**config.mk**
```make
export PLATFORM = sky130hd
export DESIGN_NAME = mem_arbiter
export DESIGN_NICKNAME = d
export VERILOG_FILES = /design/src/rtl/cpu_pkg.sv /design/src/rtl/rr_arb2.sv /design/src/rtl/mem_arbiter.sv
export SDC_FILE = /design/constraint.sdc
export NUM_CORES = 1
export LEC_CHECK = 0
export BUFFER_PORTS_ARGS = -buffer_cell sky130_fd_sc_hd__buf_2
export CELL_PAD_IN_SITES_DETAIL_PLACEMENT = 1
export CELL_PAD_IN_SITES_GLOBAL_PLACEMENT = 2
export CORE_MARGIN = 10
export CORE_UTILIZATION = 33
export CTS_BUF_LIST = sky130_fd_sc_hd__clkbuf_8
export CTS_CLUSTER_DIAMETER = 40
export CTS_CLUSTER_SIZE = 28
export DETAILED_ROUTE_END_ITERATION = 8
export PLACE_DENSITY = 0.95
export SYNTH_ARGS = -nofsm -noshare
export SYNTH_HDL_FRONTEND = slang
export SYNTH_SLANG_ARGS = --single-unit
```
**constraint.sdc**
```tcl
create_clock -name clk -period 4.3 [get_ports clk]
set_input_delay 0.86 -clock clk [delete_from_list [all_inputs] [get_ports clk]]
set_output_delay 0.86 -clock clk [all_outputs]
set_load 0.02 [all_outputs]
```
**src/rtl/cpu_pkg.sv**
```systemverilog
// Shared state encodings and grant-select constants for the memory arbiter.
// Pure declarations: no latency, no flow control.
package cpu_pkg;

  typedef enum logic [1:0] {
    ST_IDLE  = 2'd0,
    ST_ISSUE = 2'd1,
    ST_WAIT  = 2'd2,
    ST_DONE  = 2'd3
  } state_e;

  localparam logic GNT_I = 1'b0;
  localparam logic GNT_D = 1'b1;

endpackage

```
**src/rtl/rr_arb2.sv**
```systemverilog
// Two-port round-robin tie breaker; the grant decision is combinational and the last-grant bit is registered.
// Lone requests win at once; on a tie the port not granted last wins.
module rr_arb2
  import cpu_pkg::*;
(
  input  logic clk,
  input  logic rst,
  input  logic i_req,
  input  logic d_req,
  input  logic upd,
  input  logic upd_gnt,
  output logic gnt,
  output logic gnt_vld
);

  logic last;

  // Reset points last at data so that the first tie goes to fetch.
  always_ff @(posedge clk or negedge rst) begin
    if (!rst) begin
      last <= GNT_D;
    end else if (upd) begin
      last <= upd_gnt;
    end
  end

  always_comb begin
    gnt_vld = i_req | d_req;
    gnt     = GNT_I;
    if (i_req && d_req) begin
      gnt = (last == GNT_I) ? GNT_D : GNT_I;
    end else if (d_req) begin
      gnt = GNT_D;
    end
  end

endmodule

```
**src/rtl/mem_arbiter.sv**
```systemverilog
// Arbitrates fetch and data ports onto one memory command bus; request to done takes 3 cycles minimum.
// m_busy holds the command low in ISSUE; the transaction is aborted with err if m_ready does not arrive in time.
module mem_arbiter
  import cpu_pkg::*;
#(
  parameter int TIMEOUT = 255
) (
  input  logic        clk,
  input  logic        rst,
  input  logic        i_req,
  input  logic [15:0] i_addr,
  output logic [31:0] i_rdata,
  output logic        i_done,
  input  logic        d_req,
  input  logic        d_we,
  input  logic [15:0] d_addr,
  input  logic [15:0] d_wdata,
  output logic [15:0] d_rdata,
  output logic        d_done,
  output logic        m_read,
  output logic        m_write,
  output logic        m_instr,
  output logic [15:0] m_addr,
  output logic [15:0] m_wdata,
  input  logic        m_busy,
  input  logic        m_cack,
  input  logic        m_ready,
  input  logic [31:0] m_rdata,
  output logic        err
);

  // err lands TIMEOUT cycles after the m_cack cycle, so the last WAIT cycle sees cnt == TIMEOUT-2.
  localparam int LAST = (TIMEOUT > 1) ? TIMEOUT - 2 : 0;
  localparam int CW   = (TIMEOUT > 2) ? $clog2(TIMEOUT) : 1;

  state_e        state;
  logic [CW-1:0] cnt;
  logic          cur_we;
  logic          arb_gnt;
  logic          arb_vld;

  rr_arb2 u_rr (
    .clk     (clk),
    .rst     (rst),
    .i_req   (i_req),
    .d_req   (d_req),
    .upd     (state == ST_DONE),
    .upd_gnt (m_instr ? GNT_I : GNT_D),
    .gnt     (arb_gnt),
    .gnt_vld (arb_vld)
  );

  assign m_read  = (state == ST_ISSUE) && !m_busy && !cur_we;
  assign m_write = (state == ST_ISSUE) && !m_busy && cur_we;

  always_ff @(posedge clk or negedge rst) begin
    if (!rst) begin
      state   <= ST_IDLE;
      cnt     <= '0;
      cur_we  <= 1'b0;
      m_instr <= 1'b0;
      m_addr  <= '0;
      m_wdata <= '0;
      i_rdata <= '0;
      d_rdata <= '0;
      i_done  <= 1'b0;
      d_done  <= 1'b0;
      err     <= 1'b0;
    end else begin
      i_done <= 1'b0;
      d_done <= 1'b0;
      err    <= 1'b0;
      case (state)
        ST_IDLE: begin
          if (arb_vld) begin
            if (arb_gnt == GNT_I) begin
              m_instr <= 1'b1;
              m_addr  <= i_addr;
              m_wdata <= '0;
              cur_we  <= 1'b0;
            end else begin
              m_instr <= 1'b0;
              m_addr  <= d_addr;
              m_wdata <= d_wdata;
              cur_we  <= d_we;
            end
            state <= ST_ISSUE;
          end
        end
        ST_ISSUE: begin
          // An acknowledge only counts while the command is actually on the bus.
          if (!m_busy && m_cack) begin
            cnt   <= '0;
            state <= ST_WAIT;
          end
        end
        ST_WAIT: begin
          if (m_ready) begin
            if (m_instr) begin
              i_rdata <= m_rdata;
              i_done  <= 1'b1;
            end else begin
              if (!cur_we) begin
                d_rdata <= m_rdata[15:0];
              end
              d_done <= 1'b1;
            end
            state <= ST_DONE;
          end else if (cnt == CW'(LAST)) begin
            err   <= 1'b1;
            state <= ST_IDLE;
          end else begin
            cnt <= cnt + 1'b1;
          end
        end
        ST_DONE: begin
          state <= ST_IDLE;
        end
        default: begin
          state <= ST_IDLE;
        end
      endcase
    end
  end

endmodule

```
After elaboration in Yosys (flattened, before gate mapping)
Index checks and enable logic that the tools add are counted.
{"block": "word_totals", "elab_cells": 64, "input_bits": 88, "ff_bits": 96, "out_inout_bits": 86}
{"block": "op_classes", "mux": 25, "n_eq_ne": 9, "addsub": 1, "n_reduce_logical": 14, "bitwise_logic": 3}
{"op": "$mux W16", "count": 2}
{"op": "$mux W8", "count": 3}
{"op": "$pmux W8 S2", "count": 1}
{"op": "$mux W1", "count": 14}
{"op": "$add A8 B1 Y8 const B", "count": 1}
{"op": "$eq A8 B8 Y1 const B", "count": 1}
{"op": "$mux W2", "count": 4}
{"op": "$pmux W2 S4", "count": 1}
{"op": "$reduce_and A4 Y1", "count": 2}
{"op": "$ne A2 B2 Y1 const B", "count": 3}
{"op": "$reduce_and A3 Y1", "count": 2}
{"op": "$logic_and A1 B1 Y1", "count": 5}
{"op": "$eq A2 B2 Y1 const B", "count": 2}
{"op": "$ne A3 B3 Y1 const B", "count": 1}
{"op": "$eq A2 B1 Y1 const B", "count": 1}
{"op": "$logic_not A1 Y1", "count": 2}
{"op": "$logic_not A2 Y1", "count": 1}
{"op": "$ne A2 B1 Y1 const B", "count": 1}
{"op": "$not A1 Y1", "count": 2}
{"op": "$reduce_and A2 Y1", "count": 1}
{"op": "$reduce_bool A2 Y1", "count": 1}
{"op": "$or A1 B1 Y1", "count": 1}

Logic depth before layout (Yosys ltp)
Gate-level depths: netlist (run 1).
{"block": "logic_depth", "word_depth": 4, "depth_mapped": 6, "ltp_nobuf": 6}

Modules after synthesis
From an unflattened synthesis (run 1), not the netlist that was laid out.
{"block": "hier_totals", "cells_unflattened": 323, "hier_area_um2": 3952.5}
{"mod": "mem_arbiter", "seq_area_each_um2": 2377.3, "instances": 1, "cells_each": 319, "area_per_inst_um2": 3897.5}
{"mod": "rr_arb2", "seq_area_each_um2": 26.3, "instances": 1, "cells_each": 4, "area_per_inst_um2": 55.1}

Worst setup path before layout (run 1)
No wires, ideal clock.
{"block": "synth_timing", "path_type": "input -> output", "from": "input port m_busy", "to": "output port m_write", "path_stages": 1, "setup_slack_ns": 2.053, "arrival_ns": 1.387, "n_path_buf": 0, "required_ns": 3.440, "cell_sequence": "nor3b_1"}
{"block": "synth_between", "elab_chain_len": 3}
{"item": "start, declared", "line_no": "mem_arbiter.sv:25", "rtl": "input logic m_busy,"}
{"item": "$logic_not A1 Y1", "line_no": "mem_arbiter.sv:54", "rtl": "assign m_write = (state == ST_ISSUE) && !m_busy && cur_we;"}
{"item": "$logic_and A1 B1 Y1 (2 in series)", "line_no": "mem_arbiter.sv:54"}
{"item": "end, declared", "line_no": "mem_arbiter.sv:21", "rtl": "output logic m_write,"}
No other way between the ends.

Worst setup path in the final report (run 1)
{"block": "layout_timing", "from": "register state[1]", "to": "output port m_write"}
{"block": "layout_between", "elab_chain_len": 3}
{"item": "start, declared", "line_no": "mem_arbiter.sv:36", "rtl": "state_e state;"}
{"item": "start signal, assigned", "line_no": "mem_arbiter.sv:58", "rtl": "state <= ST_IDLE;"}
{"item": "start signal, assigned", "line_no": "mem_arbiter.sv:87", "rtl": "state <= ST_ISSUE;"}
{"item": "start signal, assigned", "line_no": "mem_arbiter.sv:94", "rtl": "state <= ST_WAIT;"}
{"item": "$eq A2 B1 Y1", "line_no": "mem_arbiter.sv:54"}
{"item": "$logic_and A1 B1 Y1 (2 in series)", "line_no": "mem_arbiter.sv:54"}
No other way between the ends.

==> results of run 1 <==
[metal layers]
layer / share of wire, % / GRT usage, %
met1: 42 / 15.7
met2: 47 / 21.5
met3: 9.2 / 5.58
met4: 1.7 / 5.43
met5: 0 / 0
[synthesized netlist by cell type, drive strengths merged]
master / instances
dfrtp: 95
nor3: 2
o21ai: 22
a22o: 17
a211o: 1
nand2b: 2
or3: 1
nand2: 24
nor4: 1
inv: 5
and2b: 1
o211ai: 1
a21oi: 6
o31ai: 1
nand3: 6
mux2: 48
a21boi: 1
nand4: 1
and2: 3
o22a: 1
buf: 9
ha: 2
nor2: 5
dfstp: 1
a31oi: 3
o31a: 1
clkbuf: 5
and3: 2
nor3b: 2
a2111oi: 1
mux2i: 18
[cells by family after synthesis]
kind of cell	after synthesis	share of synthesized area, %
simple gates	50	6.48
compound gates	55	9.72
fa+ha+maj	2	0.648
flops	96	62.2
buf+inv	19	2.30
mux	66	18.7
[flip-flops by register name (all words and copies together) (netlist names)]
name	count
cnt	8
cur_we	1
d_done	1
d_rdata	16
err	1
i_done	1
i_rdata	32
m_addr	16
m_instr	1
m_wdata	16
state	2
u_rr.last	1
[critical path, stage by stage, from the launching register on]
cell	delay [ns]
dfrtp_1	0.48
nand2b_1	0.22
nor3b_1	0.18
buf_2	0.19
[final timing paths]
kind	start	to	cells past startpoint
max	state[1]$_DFFE_PN0P_	m_write	3
max in group asynchronous	rst	m_addr[3]$_DFFE_PN0P_	2
max reg2reg	state[0]$_DFFE_PN0P_	d_rdata[12]$_DFFE_PN0P_	4
min reg2reg	m_addr[10]$_DFFE_PN0P_	m_addr[10]$_DFFE_PN0P_	2
min in group asynchronous	rst	i_rdata[1]$_DFFE_PN0P_	1
min	m_addr[10]$_DFFE_PN0P_	m_addr[10]$_DFFE_PN0P_	2
[where the power goes]
| group | internal [mW] | switching, mW | leakage (nW) | total (mW) |
|---|---|---|---|---|
| sequential | 1.28 | 0.226 | 1.22 | 1.50 |
| clock | 0.346 | 0.326 | 0.115 | 0.672 |
| combinational | 0.565 | 0.932 | 1.35 | 1.50 |
| total | 2.19 | 1.48 | 2.68 | 3.67 |
[layout by cell type (no fill, tap or decap), types with 2 or more instances in the layout]
| cell | netlist | final |
|---|---|---|
| dfrtp_1 | 95 | 95 |
| bufinv_16 | 0 | 2 |
| mux2i_1 | 18 | 18 |
| a22o_1 | 17 | 17 |
| mux2_1 | 21 | 21 |
| nor2_1 | 5 | 5 |
| nand3_1 | 6 | 6 |
| clkbuf_8 | 0 | 10 |
| mux2_2 | 27 | 27 |
| inv_1 | 5 | 6 |
| o21ai_0 | 20 | 20 |
| nand2b_1 | 2 | 2 |
| inv_6 | 0 | 2 |
| ha_1 | 2 | 2 |
| buf_2 | 8 | 172 |
| nand2_1 | 24 | 24 |
| and3_1 | 2 | 2 |
| a31oi_1 | 3 | 3 |
| buf_4 | 0 | 4 |
| and2_1 | 3 | 3 |
| a21oi_1 | 6 | 6 |
[layout make-up]
type / count / area share (%)
Inverter: 5 / 0.368
Multi-Input combinational cell: 173 / 27.2
Clock inverter: 6 / 1.74
Clock buffer: 10 / 2.70
Timing Repair Buffer: 176 / 17.5
Sequential cell: 96 / 47.1
Tap cell: 143 / 3.50
==> impl_metrics.ini, run 1 <==
[run_status]
status = complete, no violations

[routing]
wl_per_cell_um = 18.4
via_per_inst = 4.87
wirelength_um = 11200
drtIter0Drc = 141
vias = 2963
remaining_drc_errors = 0
postRouteAntennaNets = 0
drtPass1Iterations = 5

[logic_synthesis]
synth_top_cell_area_share_pct = 61.5
synth_seq_cells = 96
synth_cells = 288
syn_area_um2 = 3860
syn_area_per_cell_um2 = 13.4
synth_cell_type_count = 37
synth_nets = 378
yosysWarnings = 0
ys_seq_area_share_pct = 62.2
ys_top_cells_by_area = dfrtp_1 (62%), mux2_2 (7.9%), mux2_1 (6.1%)
synth_largest_area_cell = dfrtp_1

[timing]
tightest_slew_ns = 1.12
final.setup_skew_ns = 0.0177
fmax_mhz = 437
fin_tns_setup_ns = 0
fin_crit_sh_pct = 53.2
relSlewSlack_pct = 25.4
fin_crit_ns = 2.29
drv_slew = 0
finalSetupViolations = 0
rsz0062_at_grt = false
fin_ws_ns = 2.01
final_hold_viol_count = 0
whs_ns = 0.484

[final_layout]
antennaDiodeCount = 0
layout-drive-gt1-share_pct = 48.3
finish.utilization_pct = 44.7
fillers = 1265
final_area_um2 = 5100
multiInputGateArea_um2 = 1390
final_cells = 609
fin_nets = 551
seqCellArea_um2 = 2400
area.growth.synth_to_final_pct = 32.1

[setup_path]
critPathCaptureType = output pin
path_class = register to output pin
start_kind = register
required_ns = 3.44
cp_max_fo = 8
crit_arrival_ns = 1.43
rrSetupSlack_ns = 2.14

[place]
place_area_um2 = 4880
dp_hpwl_um = 8740
placed_cells = 593
place.gp.congestion = 0.731
io_buffers = 173
place_ws_ns = 1.94

[die]
dieArea_um2 = 16400
fp.dieH_um = 128
io_pins = 174
start_util_pct = 33.8
fp.dieW_um = 128
coreArea_um2 = 11400
rows = 39

[power_and_ir_drop]
ir_drop_v = 0.000353
finalPower_mw = 3.67
power_density_nw_per_um2 = 719
leakage_nw = 2.68

[global_route]
antenna_found_initial = 0
grt_pass1_vias = 3348
overflow = 0
track_usage_pct = 13.5
grt_pass1_wl_um = 17800
grt_max_degree = 84

[clock_tree]
postCtsHoldBufs = 0
clockBufferDepth = 2
cts_made_buffers = 9
cts_resized = 0
cts_max_level = 3
clk_pin_slew_ns = 0.09
cts_root_buffer = clkbuf_8
clk_latency_ns = 0.37
post_cts_buffers = 0
clock-sinks = 96
cts_tree = yes

[hold_path]
hp-class = register to register

[job]
max-cap-violations = 0
Note: power is estimated with default switching activity, not from simulation.
==> run 2, diff against run 1 <==
--- a/config.mk
+++ b/config.mk
@@ -9,12 +9,12 @@
 export CELL_PAD_IN_SITES_DETAIL_PLACEMENT = 1
 export CELL_PAD_IN_SITES_GLOBAL_PLACEMENT = 2
 export CORE_MARGIN = 10
-export CORE_UTILIZATION = 33
+export CORE_UTILIZATION = 27
 export CTS_BUF_LIST = sky130_fd_sc_hd__clkbuf_8
 export CTS_CLUSTER_DIAMETER = 40
 export CTS_CLUSTER_SIZE = 28
 export DETAILED_ROUTE_END_ITERATION = 8
-export PLACE_DENSITY = 0.95
+export PLACE_DENSITY = 0.86
 export SYNTH_ARGS = -nofsm -noshare
 export SYNTH_HDL_FRONTEND = slang
 export SYNTH_SLANG_ARGS = --single-unit
==> constraint.sdc (replaced) <==
create_clock -name clk -period 2 [get_ports clk]
set_input_delay 0.4 -clock clk [delete_from_list [all_inputs] [get_ports clk]]
set_output_delay 0.4 -clock clk [all_outputs]
set_load 0.02 [all_outputs]
==> run 2 against run 1 <==
First-iteration DRC count fell by 21%. Via count fell by 1.5%. Die area rose by 19%. Critical path depth did not move. Routed wire length rose by 0.61%. Clock power rose by 93%. Clock-buffer cell count rose by 1. Critical path type unchanged. Largest power group is now combinational logic.
==> impl_metrics.ini, run 2 (same netlist as run 1, synthesis figures left out) <==
[run_status]
status = complete, no violations

[setup_path]
crit_arrival_ns = 1.41
rrSetupSlack_ns = 0.24
critPathCaptureType = output pin
reg2reg_depth = 5
crit_path_end = m_write
cp_max_fo = 8
rr_startpoint = state[0]$_DFFE_PN0P_
required_ns = 1.60
path_class = register to output pin
r2r_end = d_rdata[15]$_DFFE_PN0P_
start_kind = register
startpoint = state[1]$_DFFE_PN0P_

[timing]
drv_slew = 0
fin_ws_ns = 0.190
fin_crit_ns = 1.81
final.setup_skew_ns = 0.00956
rsz0062_at_grt = false
finalSetupViolations = 0
final_hold_viol_count = 0
tightest_slew_ns = 0.519
fin_tns_setup_ns = 0
fin_crit_sh_pct = 90.5
fmax_mhz = 553
relSlewSlack_pct = 65.4

[global_route]
track_usage_pct = 11.5
overflow = 0
grt_pass1_vias = 3302
grt_max_degree = 51
grt_pass1_wl_um = 18300
antenna_found_initial = 2

[power_and_ir_drop]
leakage_nw = 2.72
power_density_nw_per_um2 = 1500
p_int_mw = 4.67
p_sw_mw = 3.16
power_frac_comb_pct = 42.2
pwr-share-seq_pct = 41.2
swShare_pct = 40.4
ir_drop_v = 0.000509
pwr-share-clk_pct = 16.7

[clock_tree]
postCtsHoldBufs = 0
clk_pin_slew_ns = 0.09
cts_made_buffers = 9
clk_latency_ns = 0.36
clock-sinks = 96
clockBufferDepth = 2
cts_root_buffer = clkbuf_8
cts_tree = yes
cts_resized = 0
post_cts_buffers = 0
cts_max_level = 3

[routing]
remaining_drc_errors = 0
drtPass1Iterations = 4
wl_per_cell_um = 17.4
via_per_inst = 4.49
drtIter0Drc = 112
postRouteAntennaNets = 0
vias = 2918
wirelength_um = 11300

[die]
fp.dieW_um = 140
io_pins = 174
fp.dieH_um = 140
coreArea_um2 = 13900
dieArea_um2 = 19500
start_util_pct = 27.7
rows = 43

[final_layout]
final_area_um2 = 5220
antennaDiodeCount = 0
layout-drive-gt1-share_pct = 49.1
largest_register = i_rdata
final_cell_mix = buf_2 (172), dfrtp_1 (95), mux2_2 (27)
final_cells = 650
area.growth.synth_to_final_pct = 35.1
fillers = 1582
fin_nets = 556
final_common_cell = buf_2
largest_register_ffs = 32

[place]
place.gp.congestion = 0.789
placed_cells = 635
io_buffers = 173
dp_hpwl_um = 9050
place_ws_ns = 0.212
place_area_um2 = 5020

[hold_path]
hp-class = primary input to asynchronous set/reset pin

[job]
max-cap-violations = 0
[run 2: changes by cell type in the layout (fill, tap and decap cells not counted), sizes merged]
cell,previous run,this run
buf,176,181
inv,8,6
bufinv,2,1
clkbuf,10,11
clkinv,0,1
[run 2: power groups by stage]
stage	logic, mW	clock network, mW	registers [mW]
6_report	3.30	1.30	3.22
5_1_grt	3.61	1.46	3.34
4_1_cts	3.39	1.37	3.24
2_1_floorplan	1.10	0	4.12
3_5_place_dp	3.40	0	3.26
3_3_place_gp	3.29	0	3.23
[run 2: worst min-delay path by stage]
stage,end,from,slack [ns]
floorplan,cnt[0]$_DFFE_PN0P_,rst,0.10
detailed placement,err$_DFF_PN0_,rst,0.41
global route,m_wdata[0]$_DFFE_PN0P_,rst,0.03
finish,err$_DFF_PN0_,rst,0.01
global placement,i_rdata[1]$_DFFE_PN0P_,rst,0.40
CTS,m_wdata[0]$_DFFE_PN0P_,rst,0.006
[run 2: layout make-up]
cell class	instances	area [um2]	share of cell area [%]
Timing Repair Buffer	181	978	18.7
Clock inverter	4	51.3	0.983
Tap cell	180	225	4.31
Multi-Input combinational cell	173	1390	26.7
Clock buffer	11	151	2.90
Sequential cell	96	2400	46.0
Inverter	5	18.8	0.360
[run 2: routing by layer]
layer	share of wire (%)	GRT usage [%]	wire [um]	up-vias
li1	-	-	-	1385
met1	41	13.0	4640	1414
met2	49	19.0	5490	101
met3	9.0	5.31	1010	14
met4	1.2	3.75	132	4
met5	0.24	0	27	-
[run 2: through the flow]
| stage | hold WS (ns) | power (mW) | utilization (%) |
|---|---|---|---|
| global route | 0.0270 | 8.41 | 37.5 |
| detailed placement | 0.408 | 6.66 | 36.0 |
| CTS | 0.00611 | 7.99 | 37.5 |
| global placement | 0.400 | 6.51 | 36.0 |
| finish | 0.00966 | 7.83 | 37.5 |
| floorplan | 0.104 | 5.21 | - |
[run 2: critical path, cell delays in order, from the launching register on]
cell and delay (ns):
dfrtp_1 0.45, nand2b_1 0.20, nor3b_1 0.20, buf_2 0.20
==> run 3, diff against run 2 <==
--- a/config.mk
+++ b/config.mk
@@ -6,15 +6,16 @@
 export NUM_CORES = 1
 export LEC_CHECK = 0
 export BUFFER_PORTS_ARGS = -buffer_cell sky130_fd_sc_hd__buf_2
-export CELL_PAD_IN_SITES_DETAIL_PLACEMENT = 1
-export CELL_PAD_IN_SITES_GLOBAL_PLACEMENT = 2
+export CELL_PAD_IN_SITES_DETAIL_PLACEMENT = 0
+export CELL_PAD_IN_SITES_GLOBAL_PLACEMENT = 1
 export CORE_MARGIN = 10
-export CORE_UTILIZATION = 27
+export CORE_UTILIZATION = 34
 export CTS_BUF_LIST = sky130_fd_sc_hd__clkbuf_8
 export CTS_CLUSTER_DIAMETER = 40
 export CTS_CLUSTER_SIZE = 28
 export DETAILED_ROUTE_END_ITERATION = 8
-export PLACE_DENSITY = 0.86
+export PLACE_DENSITY = 0.88
+export SLEW_MARGIN = 20
 export SYNTH_ARGS = -nofsm -noshare
 export SYNTH_HDL_FRONTEND = slang
 export SYNTH_SLANG_ARGS = --single-unit
==> run 3 against run 2 <==
Combinational power shrank 2%. Die area down 18%. Maximum frequency rose by 2.3%. Final cell count is 5.7% lower. Clock power is 11% lower. Utilization rose by 9.5 points. Flip-flop and latch count did not move. Worst setup slack improved by 0.040 ns. Sequential share of layout area up 0.58 points. Critical path depth unchanged. Worst hold slack gained 0.24 ns. Non-clock buffer count up 1. Critical endpoint unchanged.
==> impl_metrics.ini, run 3 (same netlist as run 1, synthesis figures left out) <==
[run_status]
status = complete, no violations

[final_layout]
final_common_cell = buf_2
finish.utilization_pct = 46.9
largest_register_ffs = 32
fin_nets = 557
layout-drive-gt1-share_pct = 48.9
final_cell_mix = buf_2 (172), dfrtp_1 (95), mux2_2 (27)
area.growth.synth_to_final_pct = 33.4
largest_register = i_rdata
fillers = 996

[timing]
final_hold_viol_count = 0
fin_crit_ns = 1.77
finalSetupViolations = 0
tightest_slew_ns = 0.440
rsz0062_at_grt = false
drv_slew = 0
final.setup_skew_ns = 0.0144
fin_tns_setup_ns = 0
relSlewSlack_pct = 70.7
fmax_mhz = 565
fin_crit_sh_pct = 88.5

[clock_tree]
clk_latency_ns = 0.35
clock-sinks = 96
clk_pin_slew_ns = 0.10
postCtsHoldBufs = 1
cts_made_buffers = 9
post_cts_buffers = 0
cts_resized = 0
cts_max_level = 3
cts_root_buffer = clkbuf_8
clockBufferDepth = 2
cts_tree = yes

[setup_path]
rrSetupSlack_ns = 0.24
crit_slowest_cell = dfrtp_1
path_buf_inv = 1
r2r_end = cnt[4]$_DFFE_PN0P_
required_ns = 1.60
path_class = register to output pin
critPathCaptureType = output pin
crit_arrival_ns = 1.37
path_cells = nand2b_1 -> nor3b_1 -> buf_2
rr_startpoint = state[1]$_DFFE_PN0P_
reg2reg_depth = 4
cp_max_fo = 8
start_kind = register
critPathTopFamily = flip-flops
slowest_delay_ns = 0.46

[power_and_ir_drop]
swShare_pct = 40.9
p_sw_mw = 3.10
leakage_nw = 2.71
ir_drop_v = 0.000623
power_density_nw_per_um2 = 1470
pwr-share-seq_pct = 42.3
p_int_mw = 4.49
pwr-share-clk_pct = 15.2
power_frac_comb_pct = 42.5

[global_route]
overflow = 0
grt_max_degree = 46
grt_pass1_vias = 3202
grt_pass1_wl_um = 16300
track_usage_pct = 12.6
antenna_found_initial = 2

[die]
rows = 38
fp.dieW_um = 127
io_pins = 174
coreArea_um2 = 11000
fp.dieH_um = 127
start_util_pct = 35.2
dieArea_um2 = 16000

[routing]
drtPass1Iterations = 4
wirelength_um = 10500
postRouteAntennaNets = 0
via_per_inst = 4.77
vias = 2922
wl_per_cell_um = 17.1
drtIter0Drc = 122
remaining_drc_errors = 0

[hold_path]
min_from = m_rdata[18]
whs_path_depth = 2
hp-class = primary input to register
min_to = i_rdata[18]$_DFFE_PN0P_

[place]
place.gp.congestion = 0.829
dp_hpwl_um = 8230
io_buffers = 173

[job]
max-cap-violations = 0
[run 3: per-layer routing]
metal  track usage [%]  routed length, um  vias to the layer above
met5                 0                 13                        -
met4              4.62                131                        2
met3              5.37               1090                       12
met2              19.3               4700                      139
met1              15.3               4550                     1381
li1                  -                  -                     1388
[run 3: worst max path at each step]
stage | startpoint | to | cells after the start
6_report | state[1]$_DFFE_PN0P_ | m_write | 3
5_1_grt | state[0]$_DFFE_PN0P_ | d_rdata[6]$_DFFE_PN0P_ | 5
3_5_place_dp | state[0]$_DFFE_PN0P_ | d_rdata[11]$_DFFE_PN0P_ | 5
3_3_place_gp | state[1]$_DFFE_PN0P_ | cnt[4]$_DFFE_PN0P_ | 4
4_1_cts | state[1]$_DFFE_PN0P_ | m_write | 3
2_1_floorplan | state[0]$_DFFE_PN0P_ | d_rdata[10]$_DFFE_PN0P_ | 5
[run 3: per-stage QoR]
stage	power, mW	instance area, um2	instances	worst slack, ns	hold WS, ns
3_5_place_dp	6.55	4960	595	0.247	0.384
2_1_floorplan	5.21	3860	288	0.287	0.104
5_1_grt	8.12	5150	612	0.145	0.235
3_3_place_gp	6.45	4960	595	0.313	0.377
4_1_cts	7.75	5150	612	0.201	0.219
6_report	7.60	5150	613	0.230	0.249
[run 3: layout make-up]
class	instances	area, um2	area share, %
multi-input combinational	173	1390	26.9
inverter	5	18.8	0.364
tap	140	175	3.40
clock inverter	6	42.5	0.825
timing repair buffer	182	988	19.2
antenna	1	2.50	0.0485
clock buffer	10	138	2.67
sequential	96	2400	46.6
[run 3: power groups by stage]
stage,Combinational [mW],Clock (mW),Sequential [mW]
3_5_place_dp,3.31,0,3.25
5_1_grt,3.51,1.29,3.32
3_3_place_gp,3.24,0,3.21
6_report,3.23,1.16,3.21
2_1_floorplan,1.10,0,4.12
4_1_cts,3.30,1.23,3.22
